## src/rtl/uart_rx_core_pkg.sv

```systemverilog
// Shared UART definitions: FSM encodings, default bit timing and the parity helper
// used by both the receiver and the transmitter.
package uart_rx_core_pkg;

  typedef enum logic [2:0] {
    ST_IDLE   = 3'd0,
    ST_START  = 3'd1,
    ST_DATA   = 3'd2,
    ST_STOP   = 3'd3,
    ST_PARITY = 3'd4
  } uart_state_e;

  localparam int UART_CLKS_PER_BIT = 16;
  localparam int UART_DATA_BITS    = 8;

  // Even parity: data bits plus parity bit must XOR to zero; returns 1 on mismatch.
  function automatic logic even_parity_err(input logic [7:0] data, input logic par_bit);
    return ^{data, par_bit};
  endfunction

endpackage

```

## src/rtl/uart_rx_core_sync_2ff.sv

```systemverilog
// Generic two-flop synchroniser with a configurable reset value; shared with the
// transmitter's CTS input.
module sync_2ff #(
  parameter logic RST_VAL = 1'b1
) (
  input  logic clk,
  input  logic rst,
  input  logic d,
  output logic q
);

  logic meta_r;
  logic sync_r;

  // Two-stage capture of the asynchronous input.
  always_ff @(posedge clk or negedge rst) begin
    if (!rst) begin
      meta_r <= RST_VAL;
      sync_r <= RST_VAL;
    end else begin
      meta_r <= d;
      sync_r <= meta_r;
    end
  end

  assign q = sync_r;

endmodule

```

## src/rtl/uart_rx_core.sv

```systemverilog
// UART receiver: 8N1 deserialiser with a one-entry valid/ready holding register.
// Define UART_RX_PARITY_EN to add an even parity bit and the parity_err pulse.
module uart_rx_core
  import uart_rx_core_pkg::*;
#(
  parameter int CLKS_PER_BIT = UART_CLKS_PER_BIT,
  parameter int DATA_BITS    = UART_DATA_BITS
) (
  input  logic                 clk,
  input  logic                 rst,
  input  logic                 rxd,
  output logic [DATA_BITS-1:0] rx_data,
  output logic                 rx_valid,
  input  logic                 rx_ready,
  output logic                 frame_err,
  output logic                 overrun,
`ifdef UART_RX_PARITY_EN
  output logic                 parity_err,
`endif
  output logic                 busy
);

  localparam int CNT_W = $clog2(CLKS_PER_BIT);
  localparam int BIT_W = $clog2(DATA_BITS);
  localparam logic [CNT_W-1:0] CNT_ZERO = {CNT_W{1'b0}};
  localparam logic [CNT_W-1:0] CNT_MID  = CNT_W'(CLKS_PER_BIT / 2 - 1);
  localparam logic [CNT_W-1:0] CNT_LAST = CNT_W'(CLKS_PER_BIT - 1);
  localparam logic [BIT_W-1:0] BIT_ZERO = {BIT_W{1'b0}};
  localparam logic [BIT_W-1:0] BIT_LAST = BIT_W'(DATA_BITS - 1);

  logic                 rxd_s;
  uart_state_e          state_r, state_nxt_s;
  logic [CNT_W-1:0]     cnt_r, cnt_nxt_s;
  logic [BIT_W-1:0]     bit_r, bit_nxt_s;
  logic                 brk_r, brk_nxt_s;
  logic                 shift_en_s, done_s, ferr_s;
  logic [DATA_BITS-1:0] shift_r;
  logic [DATA_BITS-1:0] rx_data_r;
  logic                 rx_valid_r, frame_err_r, overrun_r, busy_r;
`ifdef UART_RX_PARITY_EN
  logic                 par_smp_s, par_bit_r, parity_err_r;
`endif

  sync_2ff #(.RST_VAL(1'b1)) u_sync (
    .clk (clk),
    .rst (rst),
    .d   (rxd),
    .q   (rxd_s)
  );

  // FSM state and bit-timing counters.
  always_ff @(posedge clk or negedge rst) begin
    if (!rst) begin
      state_r <= ST_IDLE;
      cnt_r   <= CNT_ZERO;
      bit_r   <= BIT_ZERO;
      brk_r   <= 1'b0;
    end else begin
      state_r <= state_nxt_s;
      cnt_r   <= cnt_nxt_s;
      bit_r   <= bit_nxt_s;
      brk_r   <= brk_nxt_s;
    end
  end

  // Next-state logic and per-cycle strobes for the datapath.
  always_comb begin
    state_nxt_s = state_r;
    cnt_nxt_s   = (cnt_r == CNT_LAST) ? CNT_ZERO : cnt_r + CNT_W'(1);
    bit_nxt_s   = bit_r;
    brk_nxt_s   = brk_r;
    shift_en_s  = 1'b0;
    done_s      = 1'b0;
    ferr_s      = 1'b0;
`ifdef UART_RX_PARITY_EN
    par_smp_s   = 1'b0;
`endif
    case (state_r)
      ST_IDLE: begin
        cnt_nxt_s = CNT_ZERO;
        bit_nxt_s = BIT_ZERO;
        brk_nxt_s = 1'b0;
        if (!rxd_s) state_nxt_s = ST_START;
        else        state_nxt_s = ST_IDLE;
      end
      ST_START: begin
        if (cnt_r == CNT_MID) begin
          cnt_nxt_s = CNT_ZERO;
          if (!rxd_s) state_nxt_s = ST_DATA;
          else        state_nxt_s = ST_IDLE;
        end else begin
          state_nxt_s = ST_START;
        end
      end
      ST_DATA: begin
        if (cnt_r == CNT_LAST) begin
          shift_en_s = 1'b1;
          if (bit_r == BIT_LAST) begin
            bit_nxt_s = BIT_ZERO;
`ifdef UART_RX_PARITY_EN
            state_nxt_s = ST_PARITY;
`else
            state_nxt_s = ST_STOP;
`endif
          end else begin
            bit_nxt_s = bit_r + BIT_W'(1);
          end
        end else begin
          state_nxt_s = ST_DATA;
        end
      end
`ifdef UART_RX_PARITY_EN
      ST_PARITY: begin
        if (cnt_r == CNT_LAST) begin
          par_smp_s   = 1'b1;
          state_nxt_s = ST_STOP;
        end else begin
          state_nxt_s = ST_PARITY;
        end
      end
`endif
      ST_STOP: begin
        // After a bad stop bit, hold here until the line idles so a break cannot restart.
        if (brk_r) begin
          if (rxd_s) state_nxt_s = ST_IDLE;
          else       state_nxt_s = ST_STOP;
        end else if (cnt_r == CNT_LAST) begin
          if (rxd_s) begin
            done_s      = 1'b1;
            state_nxt_s = ST_IDLE;
          end else begin
            ferr_s    = 1'b1;
            brk_nxt_s = 1'b1;
          end
        end else begin
          state_nxt_s = ST_STOP;
        end
      end
      default: begin
        state_nxt_s = ST_IDLE;
        cnt_nxt_s   = CNT_ZERO;
      end
    endcase
  end

  // LSB-first shift register and sampled parity bit.
  always_ff @(posedge clk or negedge rst) begin
    if (!rst) begin
      shift_r <= {DATA_BITS{1'b0}};
`ifdef UART_RX_PARITY_EN
      par_bit_r <= 1'b0;
`endif
    end else begin
      if (shift_en_s) shift_r <= {rxd_s, shift_r[DATA_BITS-1:1]};
      else            shift_r <= shift_r;
`ifdef UART_RX_PARITY_EN
      if (par_smp_s) par_bit_r <= rxd_s;
      else           par_bit_r <= par_bit_r;
`endif
    end
  end

  // Holding register, handshake and status pulses.
  always_ff @(posedge clk or negedge rst) begin
    if (!rst) begin
      rx_data_r    <= {DATA_BITS{1'b0}};
      rx_valid_r   <= 1'b0;
      frame_err_r  <= 1'b0;
      overrun_r    <= 1'b0;
      busy_r       <= 1'b0;
`ifdef UART_RX_PARITY_EN
      parity_err_r <= 1'b0;
`endif
    end else begin
      frame_err_r <= ferr_s;
      overrun_r   <= done_s && rx_valid_r && !rx_ready;
      busy_r      <= (state_nxt_s != ST_IDLE);
`ifdef UART_RX_PARITY_EN
      parity_err_r <= done_s && even_parity_err(8'(shift_r), par_bit_r);
`endif
      if (done_s && (!rx_valid_r || rx_ready)) begin
        rx_data_r  <= shift_r;
        rx_valid_r <= 1'b1;
      end else if (rx_valid_r && rx_ready) begin
        rx_valid_r <= 1'b0;
      end else begin
        rx_valid_r <= rx_valid_r;
      end
    end
  end

  assign rx_data    = rx_data_r;
  assign rx_valid   = rx_valid_r;
  assign frame_err  = frame_err_r;
  assign overrun    = overrun_r;
  assign busy       = busy_r;
`ifdef UART_RX_PARITY_EN
  assign parity_err = parity_err_r;
`endif

endmodule

```

## config.mk

```make
export PLATFORM = sky130hd
export DESIGN_NAME = uart_rx_core
export DESIGN_NICKNAME = d
export VERILOG_FILES = /design/src/rtl/uart_rx_core_pkg.sv /design/src/rtl/uart_rx_core_sync_2ff.sv /design/src/rtl/uart_rx_core.sv
export SDC_FILE = /design/constraint.sdc
export NUM_CORES = 1
export LEC_CHECK = 0
export BUFFER_PORTS_ARGS = -buffer_cell sky130_fd_sc_hd__buf_2
export CELL_PAD_IN_SITES_DETAIL_PLACEMENT = 1
export CELL_PAD_IN_SITES_GLOBAL_PLACEMENT = 2
export CORE_ASPECT_RATIO = 0.75
export CORE_MARGIN = 2
export CORE_UTILIZATION = 35
export DETAILED_ROUTE_END_ITERATION = 12
export PLACE_DENSITY_LB_ADDON = 0.2
export RECOVER_POWER = 50
export REMOVE_ABC_BUFFERS = 1
export SKIP_LAST_GASP = 1
export SYNTH_ARGS = -nofsm -noshare
export SYNTH_HDL_FRONTEND = slang
export SYNTH_SLANG_ARGS = --single-unit
```

## constraint.sdc

```tcl
create_clock -name clk -period 1.6 [get_ports clk]
set_clock_uncertainty 0.05 [all_clocks]
set_input_delay 0.32 -clock clk [delete_from_list [all_inputs] [get_ports clk]]
set_output_delay 0.32 -clock clk [all_outputs]
set_load 0.02 [all_outputs]
```

==> results.ini <==
[run_status]
status = complete, no violations

[global_routing]
grt_pass1_vias = 1062
grt_pass1_wl_um = 5170
grt-ovfl-total = 0
track_usage_pct = 15.3
antenna_found_initial = 0
grt_max_degree = 34

[clock_tree]
ctsRootBufferMaster = clkbuf_8
cts_buffer_depth = 2
cts_sinks = 33
numCtsBuffers = 5
cts_hold_buf = 0
tritoncts = yes
htreeDepth = 2
clk_pin_slew_worst_paths_ns = 0.07
worstSkewPairLatency_ns = 0.29

[route]
wire_per_inst_um = 15.2
vias_per_cell = 5.03
dr_total_vias = 996
first_pass_iters = 4
wl_um = 3010
drc = 0
drtAntennaViolNets = 0
drtIter0Drc = 43

[synth]
ys_seq_area_share_pct = 57.5
syn_area_sq_um = 1440
yosysMostFrequentCell = dfrtp_1
yosys-top-cells-area = dfrtp_1 54%, mux2_2 13%, dfstp_2 3.6%, nand3_1 2.8%, ha_1 2.6%
synth_cell_types = 37
synth_top_area_cell = dfrtp_1
syn_inst = 113
ys_async_sr_fraction_pct = 100
synth_common_cells = 31 x dfrtp_1, 16 x mux2_2, 8 x nand3_1
syn_area_per_cell_sq_um = 12.7
synth_edf_count = 0
ys_warn_count = 0
synth_top_area_share_pct = 53.9
synthFlopType = dfrtp_1
ys_ff_latch = 33

[floorplan]
die-width_um = 78.1
rows = 20
dieArea_sq_um = 4650
coreArea_sq_um = 4000
initial_core_util_pct = 36.0
ioPinCount = 16
dieHeight_um = 59.6

[finish]
multi_input_area_sq_um = 593
diodes = 0
final-instance-count-excl-fill = 198
nets = 149
seq_area_sq_um = 828
drive_gt1_share_pct = 39.9
final.fill_count = 443
area_growth_pct = 20.6

[pwr]
irDropWorstVdd_uv = 407
p_seq_share_pct = 56.1
leakage_nw = 0.914
finalPower_mw = 1.52
internal-power_mw = 1.17
p_sw_share_pct = 23.3
netSwitchingPower_uw = 354
combPwrFrac_pct = 4.2
powerDensity_nw_per_um2 = 876
clkPwrFrac_pct = 39.7

[hold_path]
hp-class = in -> reg
worstHoldStart = rxd

[timing]
grt_setup_unrepaired = false
tns_ns = 0
hold_violations = 0
final_max_slew_viol_count = 0
fmax_mhz = 672
worst_slack_ns = 0.112
finalCritPeriodShare_pct = 93.0
worst_pin_slew_ns = 0.797
holdWs_ns = 0.0776
min_period_ns = 1.49
setup_viol = 0
relSlewSlack_pct = 46.8

[place]
place_congestion = 0.784
dp_slack_ns = -0.0237
hpwl_um = 2170
portBuffers = 15
placedCellCount = 190

[worst_setup_path]
cp_cell_sequence = and4bb_2 > nand4_4 > mux2_2
worstPathRequired_ns = 1.72
critPathLaunchType = flop
cp_num_buf_inv = 0
path_delay_family = simple AND/OR/NAND/NOR gates
path_max_fanout = 8
crit_path_start = state_r[0]
cpPeakStageDelay_ns = 0.44
critPathCaptureType = flop
cp.arrival_ns = 1.61
r2r-start = state_r[0]
critPathSlowestCell = dfrtp_1
path_class = reg -> reg

[job]
cap_viol_max_count = 0

## per-stage QoR
step	utilization, %	instance area (sq um)
after floorplan	-	1420
after detailed placement	41.1	1640
after global placement	41.1	1640
after global routing	43.4	1740
final	43.4	1740
after CTS	43.2	1730
## metal layers
| layer | vias up | track usage, % | routed length, um |
|---|---|---|---|
| met1 | 506 | 20.5 | 1500 |
| met3 | 6 | 4.57 | 108 |
| met5 | - | 0 | 0 |
| met4 | 0 | 6.77 | 61 |
| met2 | 15 | 23.2 | 1340 |
| li1 | 469 | - | - |
## registers in the layout, summed over array words and instances, names as in the netlist
register	count
cnt_r	4
busy	1
frame_err	1
shift_r	8
state_r	3
rx_valid	1
overrun	1
u_sync.meta_r	1
bit_r	3
brk_r	1
rx_data	8
u_sync.q	1
## power by group through the flow
stage	clock, mW	sequential [mW]	combinational, mW
floorplan	0	0.874	0.0186
global placement	0	0.869	0.0639
detailed placement	0	0.868	0.0662
CTS	0.627	0.853	0.0660
global route	0.651	0.854	0.0725
finish	0.604	0.854	0.0635
## area by class of cell
type | count | area share (%)
multi-input combinational | 73 | 34.1
clock inverter | 2 | 0.576
tap | 55 | 3.96
timing repair buffer | 26 | 8.79
sequential | 33 | 47.7
inverter | 3 | 0.648
clock buffer | 6 | 4.18
## path summary, 6_finish.rpt
path | end | slack [ns] | cells after the start
max | rx_data[5] | 0.11 | 3
min | u_sync.meta_r | 0.08 | 1
max reg2reg | rx_data[5] | 0.11 | 3
min reg2reg | u_sync.q | 0.31 | 0
max in group asynchronous | shift_r[4] | 0.85 | 2
min in group asynchronous | cnt_r[0] | 0.14 | 2
## cell families after synthesis
group	synth area share [%]
xor+xnor	0.608
fa+ha+maj	2.61
compound gates	8.51
flops	57.5
buf+inv	2.35
other cells	0.260
mux	12.5
simple gates	15.6
## what timing repair did
item	4_1_cts	5_1_grt
cloned	0	0
resized for setup	1	3
setup endpoints to repair	16	17
pin swaps	0	1
buffers inserted	0	0
## cells in the final DEF, fill, tap and decap left out, drive strengths merged, types with 2 or more instances in the layout
| cell | Yosys | routed |
|---|---|---|
| ha | 3 | 3 |
| buf | 1 | 23 |
| inv | 3 | 3 |
| nand3 | 8 | 8 |
| clkbuf | 3 | 9 |
| dfstp | 2 | 2 |
| nand4b | 3 | 3 |
| clkinv | 0 | 2 |
| nand2b | 2 | 2 |
| and3 | 3 | 3 |
| a31oi | 3 | 3 |
| nand4 | 3 | 3 |
| mux2 | 16 | 16 |
| o211ai | 2 | 2 |
| o21ai | 3 | 3 |
| nand2 | 6 | 6 |
| dfrtp | 31 | 31 |
| nor2 | 4 | 4 |
Power figures use the tool's default switching activity.
